## config.mk

```make
export PLATFORM = sky130hd
export DESIGN_NAME = dsp_op_sequencer
export DESIGN_NICKNAME = d
export VERILOG_FILES = /design/src/rtl/dsp_op_sequencer.sv
export SDC_FILE = /design/constraint.sdc
export NUM_CORES = 1
export LEC_CHECK = 0
export ABC_CLOCK_PERIOD_IN_PS = 3100
export CAP_MARGIN = 20
export CORE_UTILIZATION = 35
export DETAILED_ROUTE_END_ITERATION = 8
export SYNTH_ARGS = -nofsm -noshare
export SYNTH_HDL_FRONTEND = slang
export SYNTH_SLANG_ARGS = --single-unit
```

## constraint.sdc

```tcl
create_clock -name clk -period 3.1 [get_ports clk]
set_input_delay 0.465 -clock clk [delete_from_list [all_inputs] [get_ports clk]]
set_output_delay 0.465 -clock clk [all_outputs]
set_load 0.05 [all_outputs]
```

## src/rtl/dsp_op_sequencer.sv

```systemverilog
// dsp_op_sequencer: request front end for the FB42 fused multiply-add datapath.
// Turns accepted requests into per-mode issue sequences, keeps the mac feedback
// chain alive for back-to-back accumulates, and gathers datapath results into a
// first-word fall-through FIFO that is protected by credit-based back-pressure.
module dsp_op_sequencer #(
    parameter int          N         = 16,
    parameter int          M         = 16,
    parameter int          OUT_LAT   = 1,
    parameter int          RES_DEPTH = 4,
    parameter logic [1:0]  PIPE_CFG  = 2'd0
) (
    input  logic             clk,
    input  logic             reset,
    input  logic             req_valid,
    output logic             req_ready,
    input  logic [1:0]       req_mode,
    input  logic [N-1:0]     req_aa,
    input  logic [M-1:0]     req_bb,
    input  logic [N+M-1:0]   req_cc,
    input  logic             req_acc,
    input  logic [1:0]       req_shamt,
    input  logic             req_shdir,
    output logic             dsp_start,
    output logic [1:0]       dsp_mode,
    output logic             dsp_mac,
    output logic [N-1:0]     dsp_aa,
    output logic [M-1:0]     dsp_bb,
    output logic [N+M-1:0]   dsp_cc,
    output logic [1:0]       dsp_shift_amount,
    output logic             dsp_shift_dir,
    output logic [1:0]       dsp_pipe_stages,
    input  logic [N+M-1:0]   dsp_out,
    output logic             rsp_valid,
    input  logic             rsp_ready,
    output logic [N+M-1:0]   rsp_data
);

    localparam int R  = N + M;
    localparam int PW = $clog2(RES_DEPTH);
    localparam int CW = PW + 1;
    localparam logic [CW-1:0] CNT_ONE = CW'(1);
    localparam logic [PW-1:0] PTR_ONE = PW'(1);
    localparam logic [CW:0]   DEPTH_C = (CW+1)'(RES_DEPTH);

    typedef enum logic [1:0] {
        IDLE     = 2'd0,
        ISSUE    = 2'd1,
        WAIT_ACC = 2'd2
    } state_t;

    // Index of the last issue cycle for a mode (length minus one).
    function automatic logic [1:0] last_idx(input logic [1:0] mode);
        logic [1:0] idx;
        case (mode)
            2'd1:    idx = 2'd1;
            2'd2:    idx = 2'd3;
            default: idx = 2'd0;
        endcase
        return idx;
    endfunction

    state_t         state_r, state_nxt_s;
    logic [1:0]     cnt_r, cnt_nxt_s;
    logic           load_req_s, load_pend_s;

    logic [1:0]     dsp_mode_r;
    logic [N-1:0]   dsp_aa_r;
    logic [M-1:0]   dsp_bb_r;
    logic [R-1:0]   dsp_cc_r;
    logic [1:0]     shamt_r;
    logic           shdir_r;
    logic           start_r;
    logic           mac_r;

    logic [1:0]     pend_mode_r;
    logic [N-1:0]   pend_aa_r;
    logic [M-1:0]   pend_bb_r;

    logic [CW-1:0]  outst_r;
    logic [CW-1:0]  fifo_cnt_r;
    logic [PW-1:0]  wr_ptr_r, rd_ptr_r;
    logic [R-1:0]   mem_r [RES_DEPTH];
    logic [R-1:0]   acc_reg_r;

    logic           issue_last_s;
    logic [CW:0]    used_s;
    logic           credit_ok_s;
    logic           req_ready_s;
    logic           accept_s;
    logic [1:0]     req_mode_s;
    logic           chain_s;
    logic           tok_exit_s;
    logic           fifo_empty_s;
    logic           rsp_valid_s;
    logic           pop_s;
    logic           wr_en_s;
    logic           rd_en_s;
    logic [R-1:0]   rsp_data_s;

    // Outstanding ops (accepted, not yet retired) reserve a FIFO slot each, so
    // an op accepted on the last issue cycle can never overrun the FIFO.
    assign issue_last_s = (state_r == ISSUE) && (cnt_r == last_idx(dsp_mode_r));
    assign used_s       = {1'b0, fifo_cnt_r} + {1'b0, outst_r};
    assign credit_ok_s  = (used_s < DEPTH_C);
    assign req_ready_s  = !reset && credit_ok_s && ((state_r == IDLE) || issue_last_s);
    assign accept_s     = req_valid && req_ready_s;
    assign req_mode_s   = (req_mode == 2'd3) ? 2'd0 : req_mode;
    assign chain_s      = accept_s && req_acc && (state_r == ISSUE);

    // Next-state and load decisions for the issue FSM.
    always_comb begin
        state_nxt_s = state_r;
        cnt_nxt_s   = cnt_r;
        load_req_s  = 1'b0;
        load_pend_s = 1'b0;
        case (state_r)
            IDLE: begin
                if (accept_s && req_acc) begin
                    state_nxt_s = WAIT_ACC;
                end else if (accept_s) begin
                    state_nxt_s = ISSUE;
                    cnt_nxt_s   = 2'd0;
                    load_req_s  = 1'b1;
                end else begin
                    state_nxt_s = IDLE;
                end
            end
            ISSUE: begin
                if (issue_last_s && accept_s) begin
                    state_nxt_s = ISSUE;
                    cnt_nxt_s   = 2'd0;
                    load_req_s  = 1'b1;
                end else if (issue_last_s) begin
                    state_nxt_s = IDLE;
                    cnt_nxt_s   = 2'd0;
                end else begin
                    cnt_nxt_s   = cnt_r + 2'd1;
                end
            end
            WAIT_ACC: begin
                // Only the waiting op itself is still outstanding: the
                // accumulator now holds the last retired result.
                if (outst_r == CNT_ONE) begin
                    state_nxt_s = ISSUE;
                    cnt_nxt_s   = 2'd0;
                    load_pend_s = 1'b1;
                end else begin
                    state_nxt_s = WAIT_ACC;
                end
            end
            default: begin
                state_nxt_s = IDLE;
                cnt_nxt_s   = 2'd0;
            end
        endcase
    end

    // FSM state and issue-cycle counter.
    always_ff @(posedge clk) begin
        if (reset) begin
            state_r <= IDLE;
            cnt_r   <= 2'd0;
        end else begin
            state_r <= state_nxt_s;
            cnt_r   <= cnt_nxt_s;
        end
    end

    // Datapath control/operand registers, loaded at the start of each issue.
    always_ff @(posedge clk) begin
        if (reset) begin
            dsp_mode_r <= 2'd0;
            dsp_aa_r   <= {N{1'b0}};
            dsp_bb_r   <= {M{1'b0}};
            dsp_cc_r   <= {R{1'b0}};
            shamt_r    <= 2'd0;
            shdir_r    <= 1'b0;
            start_r    <= 1'b0;
            mac_r      <= 1'b0;
        end else if (load_req_s) begin
            dsp_mode_r <= req_mode_s;
            dsp_aa_r   <= req_aa;
            dsp_bb_r   <= req_bb;
            dsp_cc_r   <= req_acc ? {R{1'b0}} : req_cc;
            shamt_r    <= req_acc ? req_shamt : 2'd0;
            shdir_r    <= req_acc ? req_shdir : 1'b0;
            start_r    <= 1'b1;
            mac_r      <= req_acc;
        end else if (load_pend_s) begin
            dsp_mode_r <= pend_mode_r;
            dsp_aa_r   <= pend_aa_r;
            dsp_bb_r   <= pend_bb_r;
            dsp_cc_r   <= acc_reg_r;
            shamt_r    <= 2'd0;
            shdir_r    <= 1'b0;
            start_r    <= 1'b1;
            mac_r      <= 1'b0;
        end else begin
            start_r    <= 1'b0;
            mac_r      <= 1'b0;
        end
    end

    // Operands of an accumulate that must wait for the pipeline to drain.
    always_ff @(posedge clk) begin
        if (reset) begin
            pend_mode_r <= 2'd0;
            pend_aa_r   <= {N{1'b0}};
            pend_bb_r   <= {M{1'b0}};
        end else if (accept_s && req_acc && (state_r == IDLE)) begin
            pend_mode_r <= req_mode_s;
            pend_aa_r   <= req_aa;
            pend_bb_r   <= req_bb;
        end else begin
            pend_mode_r <= pend_mode_r;
        end
    end

    // Result tokens: one per op, launched on its last issue cycle.
    generate
        if (OUT_LAT == 0) begin : g_lat0
            assign tok_exit_s = issue_last_s;
        end else begin : g_latn
            logic [OUT_LAT-1:0] tok_pipe_r;
            // Delay line aligning each token with its dsp_out result.
            always_ff @(posedge clk) begin
                if (reset) begin
                    tok_pipe_r <= {OUT_LAT{1'b0}};
                end else begin
                    tok_pipe_r[0] <= issue_last_s;
                    for (int i = 1; i < OUT_LAT; i++) begin
                        tok_pipe_r[i] <= tok_pipe_r[i-1];
                    end
                end
            end
            assign tok_exit_s = tok_pipe_r[OUT_LAT-1];
        end
    endgenerate

    // Count of accepted ops whose result has not yet reached the FIFO.
    always_ff @(posedge clk) begin
        if (reset) begin
            outst_r <= {CW{1'b0}};
        end else begin
            outst_r <= outst_r + {{(CW-1){1'b0}}, accept_s} - {{(CW-1){1'b0}}, tok_exit_s};
        end
    end

    // Accumulator register: most recently retired result.
    always_ff @(posedge clk) begin
        if (reset) begin
            acc_reg_r <= {R{1'b0}};
        end else if (tok_exit_s) begin
            acc_reg_r <= dsp_out;
        end else begin
            acc_reg_r <= acc_reg_r;
        end
    end

    // A result arriving at an empty FIFO bypasses storage; it is only written
    // if nobody consumes it in the same cycle.
    assign fifo_empty_s = (fifo_cnt_r == {CW{1'b0}});
    assign rsp_valid_s  = !fifo_empty_s || tok_exit_s;
    assign pop_s        = rsp_ready && rsp_valid_s;
    assign wr_en_s      = tok_exit_s && !(fifo_empty_s && pop_s);
    assign rd_en_s      = pop_s && !fifo_empty_s;

    // Result FIFO storage, pointers and occupancy.
    always_ff @(posedge clk) begin
        if (reset) begin
            wr_ptr_r   <= {PW{1'b0}};
            rd_ptr_r   <= {PW{1'b0}};
            fifo_cnt_r <= {CW{1'b0}};
        end else begin
            if (wr_en_s) begin
                mem_r[wr_ptr_r] <= dsp_out;
                wr_ptr_r        <= wr_ptr_r + PTR_ONE;
            end
            if (rd_en_s) begin
                rd_ptr_r <= rd_ptr_r + PTR_ONE;
            end
            fifo_cnt_r <= fifo_cnt_r + {{(CW-1){1'b0}}, wr_en_s} - {{(CW-1){1'b0}}, rd_en_s};
        end
    end

    // Head-of-FIFO selection, falling through to dsp_out when empty.
    always_comb begin
        rsp_data_s = {R{1'b0}};
        if (!fifo_empty_s) begin
            rsp_data_s = mem_r[rd_ptr_r];
        end else if (tok_exit_s) begin
            rsp_data_s = dsp_out;
        end else begin
            rsp_data_s = {R{1'b0}};
        end
    end

    assign req_ready        = req_ready_s;
    assign dsp_start        = start_r;
    assign dsp_mode         = dsp_mode_r;
    assign dsp_mac          = mac_r || chain_s;
    assign dsp_aa           = dsp_aa_r;
    assign dsp_bb           = dsp_bb_r;
    assign dsp_cc           = dsp_cc_r;
    assign dsp_shift_amount = shamt_r;
    assign dsp_shift_dir    = shdir_r;
    assign dsp_pipe_stages  = PIPE_CFG;
    assign rsp_valid        = rsp_valid_s;
    assign rsp_data         = rsp_data_s;

endmodule

```

==> flow_metrics.tcl, run 1 <==
set metrics [dict create \
    detailroute.via_count 9225 \
    total_routing_usage_reported_by_global_routing 0.194 \
    yosys-mux-area-fraction 0.0868 \
    ys_seq_area_frac 0.572 \
    critical_path.cell_chain "inv_1 > ha_1 > xnor2_4 > nor3_1 > and3_1 > or2_2 > buf_12" \
    sequential_cell_area_sq_um 6930 \
    clk-insertion-delay-late_ps 500 \
    ant_nets 0 \
    finalWeightedCongestion 0.751 \
    tritoncts "built" \
    synth_largest_area_cell "sky130_fd_sc_hd__edfxtp_1" \
    p_leak_nw 5.58 \
    synth_area_per_cell_sq_um 11.4 \
    synth_top_family_by_area "simple AND/OR/NAND/NOR gates" \
    synthesis.yosys.warnings 0 \
    layout.core_utilization 0.466 \
    yosys-top-cells-area "sky130_fd_sc_hd__edfxtp_1 32%, sky130_fd_sc_hd__dfxtp_1 25%, sky130_fd_sc_hd__mux4_2 5.9%" \
    holdCritPathClass "reg2reg" \
    crit_path_end_kind "primary output" \
    clk_pin_slew_worst_paths_ps 60 \
    grt_overflow_total 0 \
    die-area_sq_um 35400 \
    synth.cell_area_sq_um 12100 \
    cts_setup_buffers 0 \
    cts_htree_levels 2 \
    async_set_reset_flop_share_out_of_synthesis 0 \
    crit_path_max_fanout 6 \
    report.power.total_mw 12.7 \
    final_area_sq_um 15700 \
    clk_path_buf_depth 3 \
    std_cell_rows 67 \
    drv.max_cap_violation_count 0 \
    drtIter0Drc 742 \
    cts_root_buffer "sky130_fd_sc_hd__clkbuf_16" \
    first_global_vias 9030 \
    detailed_place.area_sq_um 14600 \
    pre_cts_ws_ps 381 \
    fillers 3042 \
    hold_bufs_inserted_after_cts 0 \
    routed_wl_um 34900 \
    finalSetupViolCount 0 \
    clock_sinks 282 \
    power.density_cell_area_nw_per_um2 808 \
    number_of_enable_flip_flop_cells_after_synthesis 128 \
    cpPeakStageDelay_ps 360 \
    synthDominantCellAreaShare 0.317 \
    crit_path_start_kind "register" \
    unrepaired_setup_endpoints_after_global_routing "false" \
    post_synthesis_adder_cell_area_fraction 0.0147 \
    postSynthRegisterBits 282 \
    final_critical_path_setup_slack_ps 135 \
    finClkSkew_ps 18.5 \
    die_y_um 188 \
    design.final.nets 1369 \
    grt_pass1_wl_um 53400 \
    syn2layout_area_growth_pct 29.9 \
    dp_hpwl_um 22000 \
    dr.pass1.iters 5 \
    crit_family "simple AND/OR/NAND/NOR gates" \
    io_pins 213 \
    actual_slew_at_the_worst_max_slew_pin_ps 1030 \
    initial_antenna_violation_count 3 \
    per_cell_routed_wire_length_um 20.2 \
    synth_most_common_cell "sky130_fd_sc_hd__dfxtp_1" \
    drive_gt1_frac 0.133 \
    timing_max_transition_violations_final 0 \
    path_class "reg2out" \
    start_util 0.359 \
    synthFlopType "sky130_fd_sc_hd__dfxtp_1" \
    vias_per_cell 5.35 \
    setup_total_negative_slack_ps 0 \
    yosys.area_share.xor_xnor 0.00775 \
    synth.top_cells.by_count "154 x sky130_fd_sc_hd__dfxtp_1, 134 x sky130_fd_sc_hd__nand2_1, 128 x sky130_fd_sc_hd__edfxtp_1" \
    power.ir.vdd_worst_uv 578 \
    fp.dieW_um 188 \
    cts-buffers-inserted 34 \
    crit_buf_inv 2 \
    synthDistinctLibCells 55 \
    timing.critical_path.required_ps 2630 \
    synth-compound-area-share 0.110 \
    min_period_ps 2960 \
    slowest_stage "sky130_fd_sc_hd__dfxtp_1" \
    critPathArrivalTime_ps 2500 \
    grt_max_degree 88 \
    post_synth_inst_count 1065 \
    status "finished, final reports clean" \
    placeable_core_area_sq_um 33800 \
    multi_input_comb_area_sq_um 4730 \
    synth-simple-area-share 0.167 \
    timing.fmax_mhz 337 \
    relSlewSlack 0.312 \
    post-route-drc-count 0 \
    port-buffer-count 210 \
    hold_viol_final 0 \
    timing.final.crit_share 0.956 \
]
[per-layer routing]
layer / wire [um] / vias up / track usage
li1: - / 4294 / -
met1: 16000 / 4556 / 0.277
met2: 16000 / 319 / 0.301
met3: 2260 / 52 / 0.0356
met4: 571 / 4 / 0.0485
met5: 31 / - / 0
[cell families (layout without fill, tap and decap cells)]
| family | count (synthesis) | after routing |
|---|---|---|
| simple gates | 376 | 376 |
| flops | 282 | 282 |
| compound gates | 215 | 215 |
| buf+inv | 104 | 313 |
| mux | 65 | 65 |
| fa+ha+maj | 13 | 13 |
| xor+xnor | 9 | 9 |
| other cells | 1 | 3 |
[worst reg2reg max path: stages, from the launching register on]
cell	delay [ps]
sky130_fd_sc_hd__dfxtp_1	420
sky130_fd_sc_hd__ha_1	290
sky130_fd_sc_hd__nor4_4	240
sky130_fd_sc_hd__and3_4	230
sky130_fd_sc_hd__nand3b_1	80
sky130_fd_sc_hd__ha_1	270
sky130_fd_sc_hd__inv_1	60
sky130_fd_sc_hd__ha_1	140
sky130_fd_sc_hd__inv_1	50
sky130_fd_sc_hd__fa_1	370
sky130_fd_sc_hd__xor2_1	180
sky130_fd_sc_hd__xnor2_1	140
sky130_fd_sc_hd__nor2_1	50
[report_power, final]
group	internal [mW]	switching, mW	leakage [nW]	total, mW
logic	1.42	2.94	2.63	4.36
registers	4.12	0.224	2.40	4.35
clock network	2.48	1.53	0.550	4.01
total	8.03	4.69	5.58	12.7
[layout by cell type (no fill, tap or decap), types with 35 or more instances in the layout]
| cell type | count |
|---|---|
| sky130_fd_sc_hd__clkdlybuf4s50_1 | 173 |
| sky130_fd_sc_hd__dfxtp_1 | 151 |
| sky130_fd_sc_hd__nand2_1 | 134 |
| sky130_fd_sc_hd__edfxtp_1 | 128 |
| sky130_fd_sc_hd__a21oi_1 | 71 |
| sky130_fd_sc_hd__nand3_1 | 66 |
| sky130_fd_sc_hd__a31oi_1 | 65 |
| sky130_fd_sc_hd__buf_4 | 49 |
| sky130_fd_sc_hd__nor2b_1 | 38 |
| sky130_fd_sc_hd__clkbuf_16 | 35 |
[registers in the layout (all words and copies together), names as in the netlist, named ones only]
name / flops
fifo_cnt_r: 3
g_latn.tok_pipe_r: 1
outst_r: 3
rd_ptr_r: 2
dsp_shift_dir: 1
pend_aa_r: 16
dsp_start: 1
state_r: 2
dsp_mode: 2
acc_reg_r: 32
pend_bb_r: 16
dsp_aa: 16
dsp_cc: 32
wr_ptr_r: 2
pend_mode_r: 2
mac_r: 1
dsp_shift_amount: 2
cnt_r: 2
mem_r: 128
dsp_bb: 16
[metrics by stage]
step,hold WS [ps],std cells
3_3_place_gp,441,1662
6_report,451,1724
4_1_cts,454,1723
5_1_grt,464,1723
2_1_floorplan,436,1066
3_5_place_dp,447,1662
[worst paths after layout]
path / slack (ps) / cells past startpoint / end / start
worst max-delay path: 140 / 7 / dsp_mac / dsp_mode[0]
worst min-delay path: 450 / 2 / pend_aa_r[3] / pend_aa_r[3]
worst max register to register: 410 / 12 / outst_r[2] / outst_r[2]
worst min register to register: 450 / 2 / pend_aa_r[3] / pend_aa_r[3]
[repair_timing]
| item | 4_1_cts | 5_1_grt |
|---|---|---|
| gates resized for setup | 13 | 2 |
| gates cloned | 0 | 0 |
| pin swaps | 0 | 0 |
| endpoints found under the setup margin | 31 | 2 |
[area by class of cell]
cell class,instances,area share
flip-flops and latches,282,0.440
multi-input cells,680,0.300
repair buffers,243,0.150
clock buffers,47,0.0604
well taps,448,0.0356
clock inverters,14,0.0112
inverters,9,0.00215
diodes,1,0.000159
Power figures use the tool's default switching activity.
==> inputs of run 2 (changes only) <==
Settings changed: ABC_CLOCK_PERIOD_IN_PS 3100 to 2450.
Clock period 3.1 ns to 2.45 ns, I/O delays scaled along.
==> run 2 against run 1 <==
Effect of this change:
- the run now ends with negative setup slack left
- non-clock buffer count up 39
- worst hold slack got worse by 100 ps
- largest power group unchanged
- setup slack worse by 220 ps
- wire length grew 4.1%
- clock skew grew 5.5 ps
- register-to-register slack lost 430 ps
- die area stayed put
==> flow_metrics.tcl, run 2 (same netlist as run 1, synthesis figures left out) <==
set metrics [dict create \
    post-route-drc-count 0 \
    max_flop_register "mem_r" \
    routed_wl_um 36300 \
    rr_startpoint "fifo_cnt_r[2]" \
    hold_start "req_acc" \
    std_cell_rows 67 \
    timing.critical_path.required_ps 2080 \
    timing.fmax_mhz 394 \
    combinationalPowerShare 0.450 \
    path_class "reg2out" \
    io_pins 213 \
    largest_register_ffs 128 \
    initial_antenna_violation_count 2 \
    p_sw_mw 6.82 \
    critical_path.cell_chain "buf_6 > or3_4 > buf_12 > or2_2 > buf_4" \
    clk_path_buf_depth 3 \
    seq_power_share 0.299 \
    cts-buffers-inserted 31 \
    clock_power_share 0.252 \
    finClkSkew_ps 24.0 \
    commonest_non_fill_non_tap_cell_in_the_layout "sky130_fd_sc_hd__clkdlybuf4s50_1" \
    cts_root_buffer "sky130_fd_sc_hd__clkbuf_16" \
    min_period_ps 2540 \
    ant_nets 0 \
    grt_max_degree 90 \
    detailroute.via_count 9421 \
    switching_share 0.372 \
    drive_gt1_frac 0.218 \
    die-area_sq_um 35400 \
    crit_path_max_fanout 33 \
    finalSetupViolCount 32 \
    fp.dieW_um 188 \
    violations_in_the_final_reports "negative setup slack" \
    power.density_cell_area_nw_per_um2 1080 \
    holdCritPathClass "in2reg" \
    final_critical_path_setup_slack_ps -88.3 \
    clock_sinks 282 \
    tritoncts "built" \
    relSlewSlack 0.310 \
    setup_total_negative_slack_ps -1180 \
    power.ir.vdd_worst_uv 849 \
    final_area_sq_um 16900 \
    worst_r2r_path_depth 12 \
    hold_viol_final 0 \
    grt_pass1_wl_um 55100 \
    timing.final.crit_share 1.04 \
    syn2layout_area_growth_pct 39.9 \
    clk_pin_slew_worst_paths_ps 60 \
    hold-path-endpoint "mac_r" \
    vias_per_cell 5.35 \
    placeable_core_area_sq_um 33800 \
    per_cell_routed_wire_length_um 20.6 \
    final_cell_mix "173 x sky130_fd_sc_hd__clkdlybuf4s50_1, 145 x sky130_fd_sc_hd__dfxtp_1, 128 x sky130_fd_sc_hd__edfxtp_1" \
    timing.reg2reg.setup_slack_ps -20 \
    drtIter0Drc 660 \
    slowest_stage "sky130_fd_sc_hd__or3_4" \
    dr.pass1.iters 5 \
    die_y_um 188 \
    total_routing_usage_reported_by_global_routing 0.199 \
    cpPeakStageDelay_ps 420 \
    p_leak_nw 6.01 \
    crit_path_end_kind "primary output" \
    power.internal_mw 11.5 \
    cts_htree_levels 1 \
    clk-insertion-delay-late_ps 580 \
    critPathArrivalTime_ps 2170 \
    drv.max_cap_violation_count 0 \
    actual_slew_at_the_worst_max_slew_pin_ps 1040 \
    detailed_place.area_sq_um 15200 \
    finalWeightedCongestion 0.772 \
    grt_overflow_total 0 \
    holdPathStages 3 \
    unrepaired_setup_endpoints_after_global_routing "true" \
    status "complete, but fails checks" \
    first_global_vias 9464 \
    start_util 0.359 \
    reg_to_reg_end "outst_r[2]" \
    dp_hpwl_um 21300 \
    port-buffer-count 210 \
    design.final.nets 1405 \
    crit_path_start_kind "register" \
    timing_max_transition_violations_final 0 \
]
run 2: cell types whose count changed in the layout (fill, tap and decap cells not counted), moves of 6 or more:
| cell | before | now |
|---|---|---|
| sky130_fd_sc_hd__buf_12 | 6 | 50 |
| sky130_fd_sc_hd__dfxtp_1 | 151 | 145 |
| sky130_fd_sc_hd__dlygate4sd2_1 | 11 | 0 |
| sky130_fd_sc_hd__nand2_1 | 134 | 112 |
| sky130_fd_sc_hd__nand2_2 | 0 | 17 |
| sky130_fd_sc_hd__o21ai_0 | 32 | 0 |
| sky130_fd_sc_hd__o21ai_2 | 0 | 19 |
| sky130_fd_sc_hd__o21ai_4 | 1 | 11 |
run 2: power groups by stage:
stage / Clock, mW / Combinational (mW) / Sequential [mW]
final: 4.61 / 8.24 / 5.47
after global routing: 4.87 / 8.59 / 5.50
after CTS: 4.67 / 7.65 / 5.46
after detailed placement: 0 / 6.73 / 5.54
after global placement: 0 / 6.73 / 5.53
after floorplan: 0 / 3.30 / 6.02
run 2: per-layer routing:
layer	up-vias	track usage	wire [um]
li1	4375	-	-
met1	4636	0.276	16400
met2	355	0.319	16800
met3	53	0.0365	2230
met4	2	0.0488	848
met5	-	0	12
run 2: area by class of cell:
type / count / area [sq um]
flip-flops and latches: 282 / 6950
diodes: 1 / 2.50
clock inverters: 10 / 91.3
clock buffers: 48 / 921
multi-input cells: 680 / 5080
inverters: 9 / 33.8
repair buffers: 282 / 3310
well taps: 448 / 561
fillers: 2986 / 16800
run 2: worst max-delay path by stage:
stage | slack [ps] | endpoint | startpoint | cells past startpoint
6_report | -90 | rsp_valid | fifo_cnt_r[1] | 5
5_1_grt | -140 | outst_r[2] | fifo_cnt_r[2] | 12
4_1_cts | -110 | dsp_mac | dsp_mode[0] | 8
3_5_place_dp | -40 | outst_r[2] | req_valid | 11
3_3_place_gp | -50 | outst_r[2] | req_valid | 11
2_1_floorplan | -280 | outst_r[2] | outst_r[2] | 15
run 2: timing repair:
item | in CTS | in global routing
resized for setup | 90 | 32
buffers inserted | 9 | 5
setup endpoints to repair | 37 | 71
endpoints found under the hold margin | 0 | 0
hold buffers | 0 | 0
cloned | 3 | 4
pin swaps | 10 | 11
run 2: worst max-delay path: cells and delay by family, from the launching register on:
family / cells / cell delay [ps]
simple gates: 2 / 720
buf+inv: 3 / 530
flops: 1 / 340
run 2: metrics by stage:
step / hold slack, ps / instances / util / worst slack (ps) / total power, mW
floorplan: 436 / 1066 / - / -284 / 9.32
detailed placement: 447 / 1680 / 0.450 / -38.1 / 12.3
finish: 352 / 1760 / 0.502 / -88.3 / 18.3
CTS: 323 / 1750 / 0.495 / -106 / 17.8
global placement: 441 / 1680 / 0.450 / -46.6 / 12.3
global route: 350 / 1759 / 0.502 / -141 / 19.0
==> inputs of run 3 (changes only) <==
Settings changed: CORE_MARGIN from default to 10.
==> run 3 against run 2 <==
Effect of this change:
- the run still ends with negative setup slack left
- global-route usage fell by 3.2 points
- cell area rose by 1.1%
- via count fell by 0.16%
- non-clock buffer count rose by 1
- critical endpoint is now dsp_mac
==> flow_metrics.tcl, run 3 (same netlist as run 1, synthesis figures left out) <==
set metrics [dict create \
    io_pins 213 \
    met2_wire_len_um 18100 \
    die-area_sq_um 42500 \
    cts_htree_levels 1 \
    timing_max_transition_violations_final 0 \
    clk-insertion-delay-late_ps 580 \
    final_cell_mix "173 x sky130_fd_sc_hd__clkdlybuf4s50_1, 144 x sky130_fd_sc_hd__dfxtp_1, 128 x sky130_fd_sc_hd__edfxtp_1" \
    finalWeightedCongestion 0.757 \
    clk_path_buf_depth 3 \
    crit_path_max_fanout 4 \
    final_critical_path_setup_slack_ps -205 \
    min_period_ps 2660 \
    placeable_core_area_sq_um 34400 \
    cts-buffers-inserted 31 \
    initial_antenna_violation_count 1 \
    path_class "reg2out" \
    finalSetupViolCount 32 \
    report.power.total_mw 19.0 \
    num_antenna_cells 0 \
    finClkSkew_ps 23.8 \
    start_util 0.352 \
    slowest_stage "sky130_fd_sc_hd__dfxtp_2" \
    port-buffer-count 210 \
    dp_hpwl_um 23100 \
    tritoncts "built" \
    grt_pass1_wl_um 56100 \
    worst_r2r_path_depth 13 \
    drive_gt1_frac 0.232 \
    unrepaired_setup_endpoints_after_global_routing "true" \
    routed_wl_um 38000 \
    hold_viol_final 0 \
    path_common_cell "sky130_fd_sc_hd__buf_12" \
    met3_wirelength_um 2690 \
    cpPeakStageDelay_ps 320 \
    grt_overflow_total 0 \
    die_y_um 206 \
    total_routing_usage_reported_by_global_routing 0.167 \
    timing.final.crit_share 1.08 \
    dr.pass1.iters 5 \
    crit_path_start_kind "register" \
    detailroute.via_count 9406 \
    std_cell_rows 68 \
    pre_cts_ws_ps -34.0 \
    sequential_cell_area_sq_um 6950 \
    design.final.nets 1406 \
    layout.core_utilization 0.499 \
    clock_sinks 282 \
    p_leak_nw 6.11 \
    detailed_place.area_sq_um 15000 \
    multi_input_comb_area_sq_um 5160 \
    first_global_vias 9263 \
    max_flop_register "mem_r" \
    fin_hold_ws_ps 186 \
    ant_nets 0 \
    critPathArrivalTime_ps 2290 \
    syn2layout_area_growth_pct 41.5 \
    post-route-drc-count 0 \
    critical_path.cell_chain "ha_2 > nand3_2 > and3_4 > buf_12 > buf_12 > and3_4 > or2_4 > buf_12" \
    dp_cells 1682 \
    timing.critical_path.required_ps 2080 \
    hold_bufs_inserted_after_cts 0 \
    per_cell_routed_wire_length_um 21.5 \
    wirelength_met1_um 16400 \
    drv.max_cap_violation_count 0 \
    relSlewSlack 0.468 \
    holdPathStages 2 \
    power.ir.vdd_worst_uv 928 \
    fillers 3072 \
    grt_max_degree 152 \
    vias_per_cell 5.32 \
    drtIter0Drc 613 \
    clk_pin_slew_worst_paths_ps 60 \
    violations_in_the_final_reports "negative setup slack" \
    highest-signal-layer "met5" \
    setup_total_negative_slack_ps -2330 \
    crit_path_end_kind "primary output" \
    fp.dieW_um 206 \
    largest_register_ffs 128 \
    timing.fmax_mhz 377 \
    instances_no_fill 1767 \
    final_area_sq_um 17100 \
    status "complete, but fails checks" \
    power.density_cell_area_nw_per_um2 1110 \
    commonest_non_fill_non_tap_cell_in_the_layout "sky130_fd_sc_hd__clkdlybuf4s50_1" \
    cts_root_buffer "sky130_fd_sc_hd__clkbuf_16" \
    holdCritPathClass "in2reg" \
    actual_slew_at_the_worst_max_slew_pin_ps 799 \
]
==> run 3: cell count changes in the layout (fill, tap and decap cells not counted), sizes merged, moves of 2 or more <==
cell / before / now
buf: 105 / 103
bufinv: 1 / 6
clkbuf: 51 / 36
clkinv: 7 / 11
clkinvlp: 0 / 5
inv: 11 / 14
==> run 3: routing by layer <==
layer  GRT usage  vias up
met5           0        -
met4      0.0407        2
met3      0.0393       55
met2       0.266      303
met1       0.225     4667
li1            -     4379
==> run 3: worst paths after layout <==
check / start / end / slack (ps)
max: fifo_cnt_r[1] / dsp_mac / -210
min: req_acc / mac_r / 190
max reg2reg: fifo_cnt_r[2] / outst_r[2] / -110
min reg2reg: pend_aa_r[12] / pend_aa_r[12] / 450
==> run 3: worst max-delay path: cells and delay by family (launching register included) <==
family        cells  cell delay, ps
fa+ha+maj         1             310
buf+inv           3             380
flops             1             320
simple gates      4             710
==> run 3: final cells by class <==
cell class | count | share of cell area
clock buffers | 31 | 0.0453
well taps | 455 | 0.0332
multi-input cells | 680 | 0.301
clock inverters | 27 | 0.0193
inverters | 9 | 0.00197
flip-flops and latches | 282 | 0.405
repair buffers | 283 | 0.194
==> run 3: timing repair <==
action,4_1_cts,5_1_grt
gates cloned,5,8
resized for setup,93,83
setup buffers,8,9
pin swaps,5,30
setup endpoints to repair,37,35
==> run 3: where the power goes <==
group | internal (mW) | switching, mW | leakage [nW]
Sequential | 5.22 | 0.221 | 2.41
Clock | 2.98 | 2.04 | 0.529
Combinational | 3.69 | 4.86 | 3.17
